==> config.mk <==
export PLATFORM = sky130hd
export DESIGN_NAME = mem_controller
export DESIGN_NICKNAME = d
export VERILOG_FILES = /design/src/rtl/mem_controller_pkg.sv /design/src/rtl/mem_controller.sv
export SDC_FILE = /design/constraint.sdc
export NUM_CORES = 1
export LEC_CHECK = 0
export BUFFER_PORTS_ARGS = -buffer_cell sky130_fd_sc_hd__buf_2
export CELL_PAD_IN_SITES_DETAIL_PLACEMENT = 2
export CELL_PAD_IN_SITES_GLOBAL_PLACEMENT = 2
export CORE_ASPECT_RATIO = 1.4
export CORE_MARGIN = 1
export CORE_UTILIZATION = 35
export DETAILED_ROUTE_END_ITERATION = 16
export GPL_TIMING_DRIVEN = 0
export PLACE_DENSITY = 0.89
export SETUP_SLACK_MARGIN = 0.05
export SYNTH_ARGS = -nofsm -noshare
export SYNTH_HDL_FRONTEND = slang
export SYNTH_SLANG_ARGS = --single-unit
==> constraint.sdc <==
create_clock -name clk_in -period 16.2 [get_ports clk_in]
set_input_delay 1.62 -clock clk_in [delete_from_list [all_inputs] [get_ports clk_in]]
set_output_delay 1.62 -clock clk_in [all_outputs]
set_load 0.01 [all_outputs]
==> src/rtl/mem_controller_pkg.sv <==
// Shared definitions for the byte-serial memory controller: widths, access-size
// encodings, the IO window base and the controller state encoding.
package mem_controller_pkg;

  localparam int DATA_WIDTH = 32;
  localparam int ADDR_BITS  = 32;

  localparam logic [1:0] WIDTH_B = 2'b00;
  localparam logic [1:0] WIDTH_H = 2'b01;
  localparam logic [1:0] WIDTH_W = 2'b10;

  localparam logic [31:0] IO_ADDR = 32'h0003_0000;
  localparam int          IO_SPAN = 8;

  typedef enum logic [1:0] {
    ST_IDLE  = 2'd0,
    ST_READ  = 2'd1,
    ST_WRITE = 2'd2
  } mc_state_e;

  typedef enum logic {
    OWN_LSU = 1'b0,
    OWN_IF  = 1'b1
  } mc_owner_e;

  // Width code 2'b11 is served as a full word.
  function automatic logic [2:0] byte_count(input logic [1:0] width);
    case (width)
      WIDTH_B: return 3'd1;
      WIDTH_H: return 3'd2;
      WIDTH_W: return 3'd4;
      default: return 3'd4;
    endcase
  endfunction

endpackage

==> src/rtl/mem_controller.sv <==
// Memory controller: arbitrates LSU (priority) against instruction fetch and
// serialises each byte/half/word access onto the byte-wide RAM port.
module mem_controller #(
  parameter int                ADDR_W  = mem_controller_pkg::ADDR_BITS,
  parameter int                DATA_W  = mem_controller_pkg::DATA_WIDTH,
  parameter logic [ADDR_W-1:0] IO_ADDR = mem_controller_pkg::IO_ADDR
) (
  input  logic              clk_in,
  input  logic              rst_in,
  input  logic              rdy_in,
  input  logic              lsu2memCon_enable,
  input  logic              lsu2memCon_rw,
  input  logic [1:0]        lsu2memCon_width,
  input  logic [ADDR_W-1:0] lsu2memCon_addr,
  input  logic [DATA_W-1:0] lsu2memCon_data,
  output logic              memCon2lsu_enable,
  output logic [DATA_W-1:0] memCon2lsu_return,
  input  logic              if2memCon_enable,
  input  logic [ADDR_W-1:0] if2memCon_addr,
  output logic              memCon2if_enable,
  output logic [DATA_W-1:0] memCon2if_return,
  input  logic [7:0]        mem_din,
  output logic [7:0]        mem_dout,
  output logic [ADDR_W-1:0] mem_a,
  output logic              mem_wr,
  input  logic              io_buffer_full
);
  import mem_controller_pkg::*;

  mc_state_e         state;
  mc_owner_e         owner;
  logic [2:0]        cnt;
  logic [2:0]        nbytes;
  logic              lsu_ack_q;
  logic              if_ack_q;
  logic [ADDR_W-1:0] addr_q;
  logic [DATA_W-1:0] wdata_q;
  logic [DATA_W-1:0] rdata_q;
  logic [DATA_W-1:0] ret_q;

  logic [ADDR_W-1:0] cur_addr;
  logic [ADDR_W-1:0] io_off;
  logic              in_io;
  logic              stall;
  logic              can_accept;
  logic              accept_lsu;
  logic              accept_if;
  logic              rd_done;
  logic              wr_done;
  logic [7:0]        wr_byte;
  logic [DATA_W-1:0] rd_merged;

  always_comb begin
    cur_addr   = addr_q + ADDR_W'(cnt);
    io_off     = cur_addr - IO_ADDR;
    in_io      = io_off < ADDR_W'(IO_SPAN);
    stall      = (state == ST_WRITE) && in_io && io_buffer_full;
    // An ack still in flight means the requester may not have dropped enable yet.
    can_accept = (state == ST_IDLE) && !lsu_ack_q && !if_ack_q;
    accept_lsu = can_accept && lsu2memCon_enable;
    accept_if  = can_accept && !lsu2memCon_enable && if2memCon_enable;
    rd_done    = (state == ST_READ) && (cnt == nbytes);
    wr_done    = (state == ST_WRITE) && !stall && (cnt == nbytes - 3'd1);
    wr_byte    = wdata_q[{cnt[1:0], 3'b000} +: 8];
    // The byte on mem_din belongs to the address issued one cycle earlier.
    rd_merged  = rdata_q;
    if (state == ST_READ && cnt != 3'd0) begin
      rd_merged[{cnt[1:0] - 2'd1, 3'b000} +: 8] = mem_din;
    end
  end

  always_comb begin
    mem_a    = '0;
    mem_dout = 8'h00;
    if (state == ST_WRITE || (state == ST_READ && cnt < nbytes)) begin
      mem_a = cur_addr;
    end
    if (state == ST_WRITE) begin
      mem_dout = wr_byte;
    end
    mem_wr            = (state == ST_WRITE) && !stall && rdy_in;
    memCon2lsu_enable = lsu_ack_q && rdy_in;
    memCon2if_enable  = if_ack_q && rdy_in;
    memCon2lsu_return = memCon2lsu_enable ? ret_q : '0;
    memCon2if_return  = memCon2if_enable ? ret_q : '0;
  end

  // Control: state, byte index, ownership and ack flags
  always_ff @(posedge clk_in) begin
    if (rst_in) begin
      state     <= ST_IDLE;
      owner     <= OWN_LSU;
      cnt       <= 3'd0;
      nbytes    <= 3'd1;
      lsu_ack_q <= 1'b0;
      if_ack_q  <= 1'b0;
    end else if (rdy_in) begin
      lsu_ack_q <= 1'b0;
      if_ack_q  <= 1'b0;
      case (state)
        ST_IDLE: begin
          cnt <= 3'd0;
          if (accept_lsu) begin
            owner  <= OWN_LSU;
            nbytes <= byte_count(lsu2memCon_width);
            state  <= lsu2memCon_rw ? ST_WRITE : ST_READ;
          end else if (accept_if) begin
            owner  <= OWN_IF;
            nbytes <= 3'd4;
            state  <= ST_READ;
          end
        end
        ST_READ: begin
          if (rd_done) begin
            lsu_ack_q <= (owner == OWN_LSU);
            if_ack_q  <= (owner == OWN_IF);
            state     <= ST_IDLE;
          end else begin
            cnt <= cnt + 3'd1;
          end
        end
        ST_WRITE: begin
          if (wr_done) begin
            lsu_ack_q <= (owner == OWN_LSU);
            if_ack_q  <= (owner == OWN_IF);
            state     <= ST_IDLE;
          end else if (!stall) begin
            cnt <= cnt + 3'd1;
          end
        end
        default: state <= ST_IDLE;
      endcase
    end
  end

  // Datapath: request capture, read assembly and return data
  always_ff @(posedge clk_in) begin
    if (rdy_in) begin
      if (accept_lsu) begin
        addr_q  <= lsu2memCon_addr;
        wdata_q <= lsu2memCon_data;
        rdata_q <= '0;
      end else if (accept_if) begin
        addr_q  <= if2memCon_addr;
        wdata_q <= '0;
        rdata_q <= '0;
      end else if (state == ST_READ) begin
        rdata_q <= rd_merged;
      end
      if (rd_done) begin
        ret_q <= rd_merged;
      end else if (wr_done) begin
        ret_q <= '0;
      end
    end
  end

endmodule

Yosys cells after proc, flatten, opt, wreduce, memory -nomap -nowiden --
Index checks and enable logic that the tools add are counted.
Operators by class: add/sub/neg operators 6, order comparisons 2, eq/ne operators 11, shift operators 3, multiplexer cells 34, bitwise gates (word level) 1, reductions and logical operators 34
Operator list (count):
- two-way mux 32 bit | 11
- adder 32 x 3 -> 32 bit | 1
- bitwise mux 32 bit | 1
- less-than comparator 32 x 4 -> 1 bit (second input constant) | 1
- variable shift 8 x 7 -> 32 bit (first input constant) | 1
- variable part select 32 x 6 -> 8 bit | 1
- variable part select 8 x 7 -> 32 bit | 1
- subtractor 32 x 18 -> 32 bit (second input constant) | 1
- logical AND 1 bit | 15
- two-way mux 3 bit | 5
- two-way mux 2 bit | 5
- inequality test 2 bit (second input constant) | 5
- one-hot mux 3 bit (3 select lines) | 1
- nonzero test 3 bit | 3
- two-way mux 8 bit | 1
- negator 5 -> 7 bit | 1
- == test 3 bit | 2
- two-way mux 1 bit | 6
- one-hot mux 2 bit (3 select lines) | 1
- one-hot mux 3 bit (2 select lines) | 1
- AND reduction 2 bit | 3
- AND reduction 5 bit | 1
- == test 2 x 1 -> 1 bit (second input constant) | 2
- logical NOT 1 bit | 4
- 14 further kinds | 17
Storage, ports and cells: flip-flop bits (word level) 139, bits of input ports 113, output and inout port bits 107, word-level logic and storage cells 101

Depth between registers and ports, before layout --
Gate-level depths: netlist of the first run.
depth after elaboration 10, mapped depth 11

Least setup slack after synthesis of the first run --
No wires, ideal clock.
path type register to register, start point reg cnt[0], end point reg ret_q[0] (enable), library setup time 0.470 ns, data arrival time 4.774 ns, required time 15.730 ns, slack 10.956 ns, stages on the path, launching flop included 12, cells stage by stage dfxtp_1 > ha_1 > fa_1 > a21oi_1 > or4_4 > buf_6 > o31a_1 > o211ai_2 > a2111oi_4 > nand4_1 > nand2_1 > a21boi_0
Between the ends: cells in the longest elaborated chain, start to end 10
RTL lines:
- from (decl) | RTL line mem_controller.sv:32 | logic [2:0] cnt;
- from (signal assigned) | RTL line mem_controller.sv:119 | cnt <= cnt + 3'd1;
- from (signal assigned) | RTL line mem_controller.sv:128 | cnt <= cnt + 3'd1;
- adder 32 x 3 -> 32 bit | RTL line mem_controller.sv:54 | cur_addr = addr_q + ADDR_W'(cnt);
- subtractor 32 x 18 -> 32 bit | RTL line mem_controller.sv:55 | io_off = cur_addr - IO_ADDR;
- less-than comparator 32 x 4 -> 1 bit | RTL line mem_controller.sv:56 | in_io = io_off < ADDR_W'(IO_SPAN);
- logical AND 1 bit (2 in series) | RTL line mem_controller.sv:57 | stall = (state == ST_WRITE) && in_io && io_buffer_full;
- logical NOT 1 bit
- logical AND 1 bit (2 in series) | RTL line mem_controller.sv:63 | wr_done = (state == ST_WRITE) && !stall && (cnt == nbytes - 3'd1);
- nonzero test 2 bit (no source line) *
- AND reduction 2 bit (no source line) *
- to (signal assigned) | RTL line mem_controller.sv:151 | ret_q <= rd_merged;
- to (decl) | RTL line mem_controller.sv:39 | logic [DATA_W-1:0] ret_q;
Mark *: on every way between the ends. The rest lies on a longest branch, timed or not. A chain may end at the register's enable or synchronous reset.

Worst setup path after layout of the first run --
start point reg cnt[0], end point out mem_wr
Between the ends: cells in the longest elaborated chain, start to end 8
RTL lines:
- adder 32 x 3 -> 32 bit | RTL line mem_controller.sv:54
- subtractor 32 x 18 -> 32 bit | RTL line mem_controller.sv:55
- less-than comparator 32 x 4 -> 1 bit | RTL line mem_controller.sv:56
- logical AND 1 bit (2 in series) | RTL line mem_controller.sv:57
- logical NOT 1 bit
- logical AND 1 bit (2 in series) | RTL line mem_controller.sv:81 | mem_wr = (state == ST_WRITE) && !stall && rdy_in;
- to (decl) | RTL line mem_controller.sv:25 | output logic mem_wr,
Every way passes these cells.

==> impl_metrics.py, run 1 <==
metrics = {
    "synth": {
        "netlist_instances": 771,
        "ys_ff_latch": 139,
        "ys.flop_type": "edfxtp_1",
        "synth.avg_cell_area_sq_um": 10.37,
        "netlist.area_leader.share_pct": 48.09,
        "synth-edff-count": 128,
        "async_reset_ff_share_pct": 0,
        "synth_area_sq_um": 7993,
        "syn_nets": 901,
        "yosys.area.top_type": "edfxtp_1",
        "yosysMostFrequentCell": "nor2_1",
        "synth_area_leaders": "edfxtp_1, and3_1, nor2_1",
        "synth_cell_types": 64,
        "ys_seq_area_share_pct": 50.85,
        "synth_commonest_cells": "nor2_1, edfxtp_1, and3_1",
        "yosys_warnings": 0,
    },
    "sta": {
        "slew_headroom_pct": 21.20,
        "fmax_mhz": 168.7,
        "hold_violations": 0,
        "worst_slew_pin_slew_ns": 1.171,
        "finalCriticalPeriod_ns": 5.928,
        "setup_viol": 0,
        "timing.final.crit_share_pct": 36.59,
        "rsz0062_at_grt": "false",
        "tns_ns": 0,
        "holdWs_ns": 0.4993,
        "clock_skew_ns": 0.009563,
        "final_max_slew_viol_count": 0,
    },
    "clocking": {
        "insertion_delay_ns": 0.44,
        "post_cts_buffers": 0,
        "post_cts_resized": 0,
        "cts_buffers": 17,
        "root_buffer": "clkbuf_16",
        "cts_hold_buf": 0,
        "tritoncts": "yes",
        "cts_max_level": 4,
        "cts.clk_slew.worst_paths_ns": 0.06,
        "cts_sinks": 139,
        "cts_buffer_depth": 2,
    },
    "floorplanning": {
        "coreArea_sq_um": 22450,
        "start_util_pct": 35.61,
        "die_y_microns": 180.8,
        "dieArea_sq_um": 23450,
        "fp.dieW_microns": 129.7,
        "row_count": 65,
        "ioPinCount": 220,
    },
    "worst_setup_path": {
        "critPathMaxFanout": 8,
        "path_class": "flip-flop to output pin",
        "worstSetupStartpointType": "flip-flop",
        "r2r_cells": 11,
        "endpoint_kind": "output pin",
        "startpoint": "cnt[0]$_SDFFE_PP0P_",
        "crit_required_ns": 14.58,
        "r2r_end": "ret_q[15]$_SDFFCE_PN0P_",
        "cp.arrival_ns": 4.31,
        "reg2reg_slack_ns": 11.91,
        "rr_startpoint": "cnt[0]$_SDFFE_PP0P_",
    },
    "worst_hold_path": {
        "min_delay_worst_endpoint": "if_ack_q$_SDFFE_PP0P_",
        "min_path_cells": 2,
        "hold_path.startpoint": "owner$_SDFFE_PP0P_",
        "min_path_type": "flip-flop to flip-flop",
    },
    "placed_design": {
        "portBuffers": 219,
        "gp_congestion": 0.8576,
        "dp_hpwl_microns": 22410,
    },
    "detailed_routing": {
        "ant_nets": 0,
        "drt_first_pass_iters": 6,
        "highest_layer": "met5",
        "wl_met3_microns": 1180,
        "vias": 7208,
        "via_per_inst": 5.428,
        "wl_met2_microns": 16660,
        "avgRoutedWirePerCell_microns": 22.34,
        "drc": 0,
        "drt-initial-drc-count": 355,
        "finalWirelength_microns": 29670,
        "wl_met1_microns": 10740,
    },
    "power": {
        "p_sw_share_pct": 29.04,
        "p_per_area_nw_per_um2": 112.3,
        "p_int_uw": 809.3,
        "switching_power_uw": 331.2,
        "p_clk_share_pct": 37.4,
        "peakVddDrop_v": 0.00008391,
        "p_seq_share_pct": 41.9,
        "combPwrFrac_pct": 20.7,
        "p_leak_nw": 4.306,
    },
    "global_route": {
        "grt_pass1_vias": 8058,
        "grt_remaining_overflow": 0,
        "grt_max_degree": 38,
        "grt_first_pass_wirelength_microns": 45200,
        "grt_usage_pct": 26.15,
        "antenna_found_initial": 1,
    },
    "finish": {
        "drive_gt1_share_pct": 30.15,
        "fin_nets": 1142,
        "synthToLayoutAreaGrowth_pct": 27.08,
    },
    "flow_run": {
        "cap_violations": 0,
    },
    "run_status": {
        "status": "finished clean",
    },
}
## registers in the layout, summed over array words and instances, names as in the netlist
name,flops
rdata_q,32
wdata_q,32
addr_q,32
cnt,3
if_ack_q,1
nbytes,3
owner,1
lsu_ack_q,1
ret_q,32
state,2
## area by class of cell
| class | count | area [sq um] |
|---|---|---|
| multi-input cells | 563 | 3665 |
| fillers | 2447 | 12290 |
| well taps | 301 | 376.6 |
| clock buffers | 17 | 425.4 |
| inverters | 17 | 63.81 |
| repair buffers | 222 | 1141 |
| flip-flops and latches | 139 | 4064 |
| clock inverters | 15 | 203.9 |
| plain buffers | 52 | 212.7 |
| diodes | 2 | 5.005 |
## critical path: stages (launching register included)
cell,delay [ns]
dfxtp_1,0.50
ha_1,0.25
fa_1,0.26
a21oi_1,0.18
nor4_1,1.02
xnor2_1,0.26
o211ai_1,0.19
a2111oi_4,0.44
nand4_1,0.33
and3_1,0.29
buf_2,0.15
## logic make-up after synthesis
family                   share of synthesized area [%]
AND/OR/NAND/NOR                                  24.66
adder cells (fa/ha/maj)                          2.755
multiplexers                                     6.888
AO/OA/AOI/OAI                                    8.547
buffers and inverters                            3.459
flip-flops                                       50.85
XOR/XNOR                                         2.849
## per-stage QoR
step / power (mW) / setup slack, ns / cell area [sq um] / instances / util, %
2_1_floorplan: 0.6215 / 10.96 / 7993 / 771 / -
3_5_place_dp: 0.7194 / 10.82 / 9517 / 1293 / 42.40
4_1_cts: 1.151 / 10.25 / 10150 / 1325 / 45.20
5_1_grt: 1.188 / 10.06 / 10150 / 1326 / 45.23
3_3_place_gp: 0.7006 / 9.058 / 9465 / 1291 / 42.17
6_report: 1.140 / 10.27 / 10160 / 1328 / 45.25
## layout by cell type (no fill, tap or decap), types with 4 or more instances in the layout
cell / netlist / layout
and2_1: 14 / 14
nor4_1: 4 / 4
a22oi_1: 9 / 9
nor3_1: 12 / 12
nand3_1: 14 / 14
inv_1: 17 / 16
xor2_1: 10 / 10
buf_1: 4 / 4
mux2_2: 32 / 32
nand4_1: 15 / 15
or3_1: 8 / 8
mux4_2: 8 / 8
xnor2_1: 16 / 16
clkbuf_16: 0 / 17
buf_2: 2 / 221
bufinv_16: 0 / 5
o31ai_1: 7 / 7
clkbuf_1: 43 / 43
clkinv_1: 0 / 5
nor2_1: 130 / 130
dfxtp_1: 11 / 11
o21ai_0: 7 / 7
and3_1: 103 / 103
a21oi_1: 40 / 40
nand2_1: 56 / 56
edfxtp_1: 128 / 128
ha_1: 16 / 16
nor2b_1: 5 / 5
## worst max path at each step
stage / cells past startpoint / slack (ns) / endpoint
after floorplan: 11 / 10.96 / ret_q[0]$_SDFFCE_PN0P_
after global placement: 10 / 9.06 / ret_q[17]$_SDFFCE_PN0P_
after detailed placement: 10 / 10.82 / mem_wr
after CTS: 10 / 10.25 / mem_wr
after global routing: 10 / 10.06 / mem_wr
final: 10 / 10.27 / mem_wr
## routing by layer
layer / global-route usage [%] / up-vias
li1: - / 3306
met3: 4.383 / 61
met5: 0 / -
met4: 12.14 / 2
met1: 26.71 / 3611
met2: 50.27 / 228
## power groups by stage
stage / Sequential, mW / Clock, mW / Combinational (mW)
after floorplan: 0.474 / 0 / 0.147
after CTS: 0.478 / 0.434 / 0.240
after detailed placement: 0.484 / 0 / 0.235
after global placement: 0.482 / 0 / 0.219
after global routing: 0.482 / 0.447 / 0.259
final: 0.477 / 0.427 / 0.237
Power figures use the tool's default switching activity.
==> run 2: changes to the inputs <==
--- a/config.mk
+++ b/config.mk
@@ -10,10 +10,10 @@
 export CELL_PAD_IN_SITES_GLOBAL_PLACEMENT = 2
 export CORE_ASPECT_RATIO = 1.4
 export CORE_MARGIN = 1
-export CORE_UTILIZATION = 35
+export CORE_UTILIZATION = 33
 export DETAILED_ROUTE_END_ITERATION = 16
 export GPL_TIMING_DRIVEN = 0
-export PLACE_DENSITY = 0.89
+export PLACE_DENSITY = 0.84
 export SETUP_SLACK_MARGIN = 0.05
 export SYNTH_ARGS = -nofsm -noshare
 export SYNTH_HDL_FRONTEND = slang
==> constraint.sdc (replaced) <==
create_clock -name clk_in -period 6.1 [get_ports clk_in]
set_input_delay 0.61 -clock clk_in [delete_from_list [all_inputs] [get_ports clk_in]]
set_output_delay 0.61 -clock clk_in [all_outputs]
set_load 0.01 [all_outputs]
==> run 2 against run 1 <==
  * Clock power rose to 2.8 times the previous value
  * Core utilization is 2.5 points lower
  * Sequential power grew to 2.6 times the previous value
  * Critical path depth did not move
  * Flip-flop and latch count is the same
  * Wire length down 2.4%
==> impl_metrics.py, run 2 (same netlist as run 1, synthesis figures left out) <==
metrics = {
    "worst_setup_path": {
        "path_class": "flip-flop to output pin",
        "cp.arrival_ns": 4.24,
        "critPathMaxFanout": 8,
        "worstSetupStartpointType": "flip-flop",
        "endpoint_kind": "output pin",
        "crit_required_ns": 5.49,
    },
    "sta": {
        "final_max_slew_viol_count": 0,
        "worst_slew_pin_slew_ns": 1.032,
        "finalCriticalPeriod_ns": 4.851,
        "setup_ws_ns": 1.249,
        "slew_headroom_pct": 30.58,
        "clock_skew_ns": 0.01602,
        "fmax_mhz": 206.1,
        "timing.final.crit_share_pct": 79.53,
        "hold_violations": 0,
        "setup_viol": 0,
        "rsz0062_at_grt": "false",
    },
    "finish": {
        "final_core_util_pct": 42.73,
        "drive_gt1_share_pct": 30.57,
        "synthToLayoutAreaGrowth_pct": 27.74,
        "final_cell_area_sq_um": 10210,
        "fin_nets": 1141,
        "final_common_cell": "buf_2",
        "final_cell_mix": "buf_2, nor2_1, edfxtp_1, and3_1, nand2_1",
    },
    "power": {
        "p_leak_nw": 4.325,
        "peakVddDrop_v": 0.0002093,
        "p_per_area_nw_per_um2": 300.4,
    },
    "placed_design": {
        "dp_hpwl_microns": 21800,
        "portBuffers": 219,
        "post_dp_cell_area_sq_um": 9537,
        "gp_congestion": 0.8221,
        "place_ws_ns": 1.733,
    },
    "detailed_routing": {
        "avgRoutedWirePerCell_microns": 21.66,
        "vias": 7086,
        "finalWirelength_microns": 28960,
        "via_per_inst": 5.300,
        "ant_nets": 0,
        "drt-initial-drc-count": 301,
        "drc": 0,
        "drt_first_pass_iters": 4,
    },
    "floorplanning": {
        "dieArea_sq_um": 24860,
        "coreArea_sq_um": 23890,
        "ioPinCount": 220,
        "row_count": 67,
        "start_util_pct": 33.45,
        "die_y_microns": 186.1,
        "fp.dieW_microns": 133.5,
    },
    "global_route": {
        "grt_usage_pct": 23.44,
        "grt_remaining_overflow": 0,
        "antenna_found_initial": 4,
        "grt_max_degree": 38,
        "grt_first_pass_wirelength_microns": 43740,
        "grt_pass1_vias": 7857,
    },
    "clocking": {
        "post_cts_buffers": 0,
        "post_cts_resized": 0,
        "cts_max_level": 4,
        "cts_sinks": 139,
        "cts_buffer_depth": 2,
        "cts_hold_buf": 0,
        "cts.clk_slew.worst_paths_ns": 0.06,
        "tritoncts": "yes",
        "root_buffer": "clkbuf_16",
        "insertion_delay_ns": 0.43,
        "cts_buffers": 17,
    },
    "worst_hold_path": {
        "min_path_type": "input port to flip-flop",
    },
    "run_status": {
        "status": "finished clean",
    },
    "flow_run": {
        "cap_violations": 0,
    },
}
==> run 2: changes by cell type in the layout (fill, tap and decap cells not counted), sizes merged <==
| cell | delta |
|---|---|
| clkinv | -6 |
| inv | +6 |
| clkinvlp | -1 |
| diode | +1 |
==> run 2: layout make-up <==
cell class / count / area, sq um
Fill cell: 2618 / 13680
Sequential cell: 139 / 4064
Multi-Input combinational cell: 563 / 3671
Timing Repair Buffer: 221 / 1144
Clock buffer: 18 / 429.2
Tap cell: 310 / 387.9
Clock inverter: 14 / 230.2
Buffer: 52 / 212.7
Inverter: 17 / 63.81
Antenna cell: 3 / 7.507
==> run 2: where the power goes <==
group,internal (mW),switching [mW],total [mW]
registers,1.20,0.0688,1.26
logic,0.236,0.386,0.622
clock network,0.737,0.443,1.18
==> run 2: metal layers <==
| layer | global-route usage (%) | routed length [microns] | up-vias |
|---|---|---|---|
| met5 | 0 | 13 | - |
| met3 | 3.496 | 1034 | 43 |
| met1 | 23.52 | 10360 | 3545 |
| met2 | 47.54 | 16690 | 194 |
| met4 | 9.455 | 856 | 2 |
| li1 | - | - | 3302 |
==> run 2: final timing paths <==
path | end | slack, ns | cells past startpoint | startpoint
min | nbytes[1]$_SDFFE_PP0P_ | 0.48 | 3 | lsu2memCon_width[0]
max reg2reg | ret_q[1]$_SDFFCE_PN0P_ | 1.83 | 11 | cnt[0]$_SDFFE_PP0P_
min reg2reg | if_ack_q$_SDFFE_PP0P_ | 0.50 | 2 | owner$_SDFFE_PP0P_
max | mem_wr | 1.25 | 10 | cnt[0]$_SDFFE_PP0P_
==> run 2: metrics by stage <==
| step | setup TNS [ns] | cells | power [mW] | hold WS (ns) |
|---|---|---|---|---|
| final | 0 | 1337 | 3.067 | 0.4779 |
| after global routing | 0 | 1337 | 3.189 | 0.4775 |
| after CTS | 0 | 1334 | 3.092 | 0.4667 |
| after detailed placement | 0 | 1302 | 1.904 | 0.4845 |
| after global placement | -39.38 | 1300 | 1.869 | 0.4784 |
| after floorplan | 0 | 771 | 1.650 | 0.4458 |
==> run 2: worst max-delay path: stages, from the launching register on <==
cell       delay, ns
dfxtp_1         0.55
ha_1            0.28
fa_1            0.26
a21o_1          0.27
nand2b_1        0.11
nor4_1          0.79
nand4_1         0.29
a2111oi_4       0.49
nand4_1         0.33
and3_1          0.30
buf_2           0.15
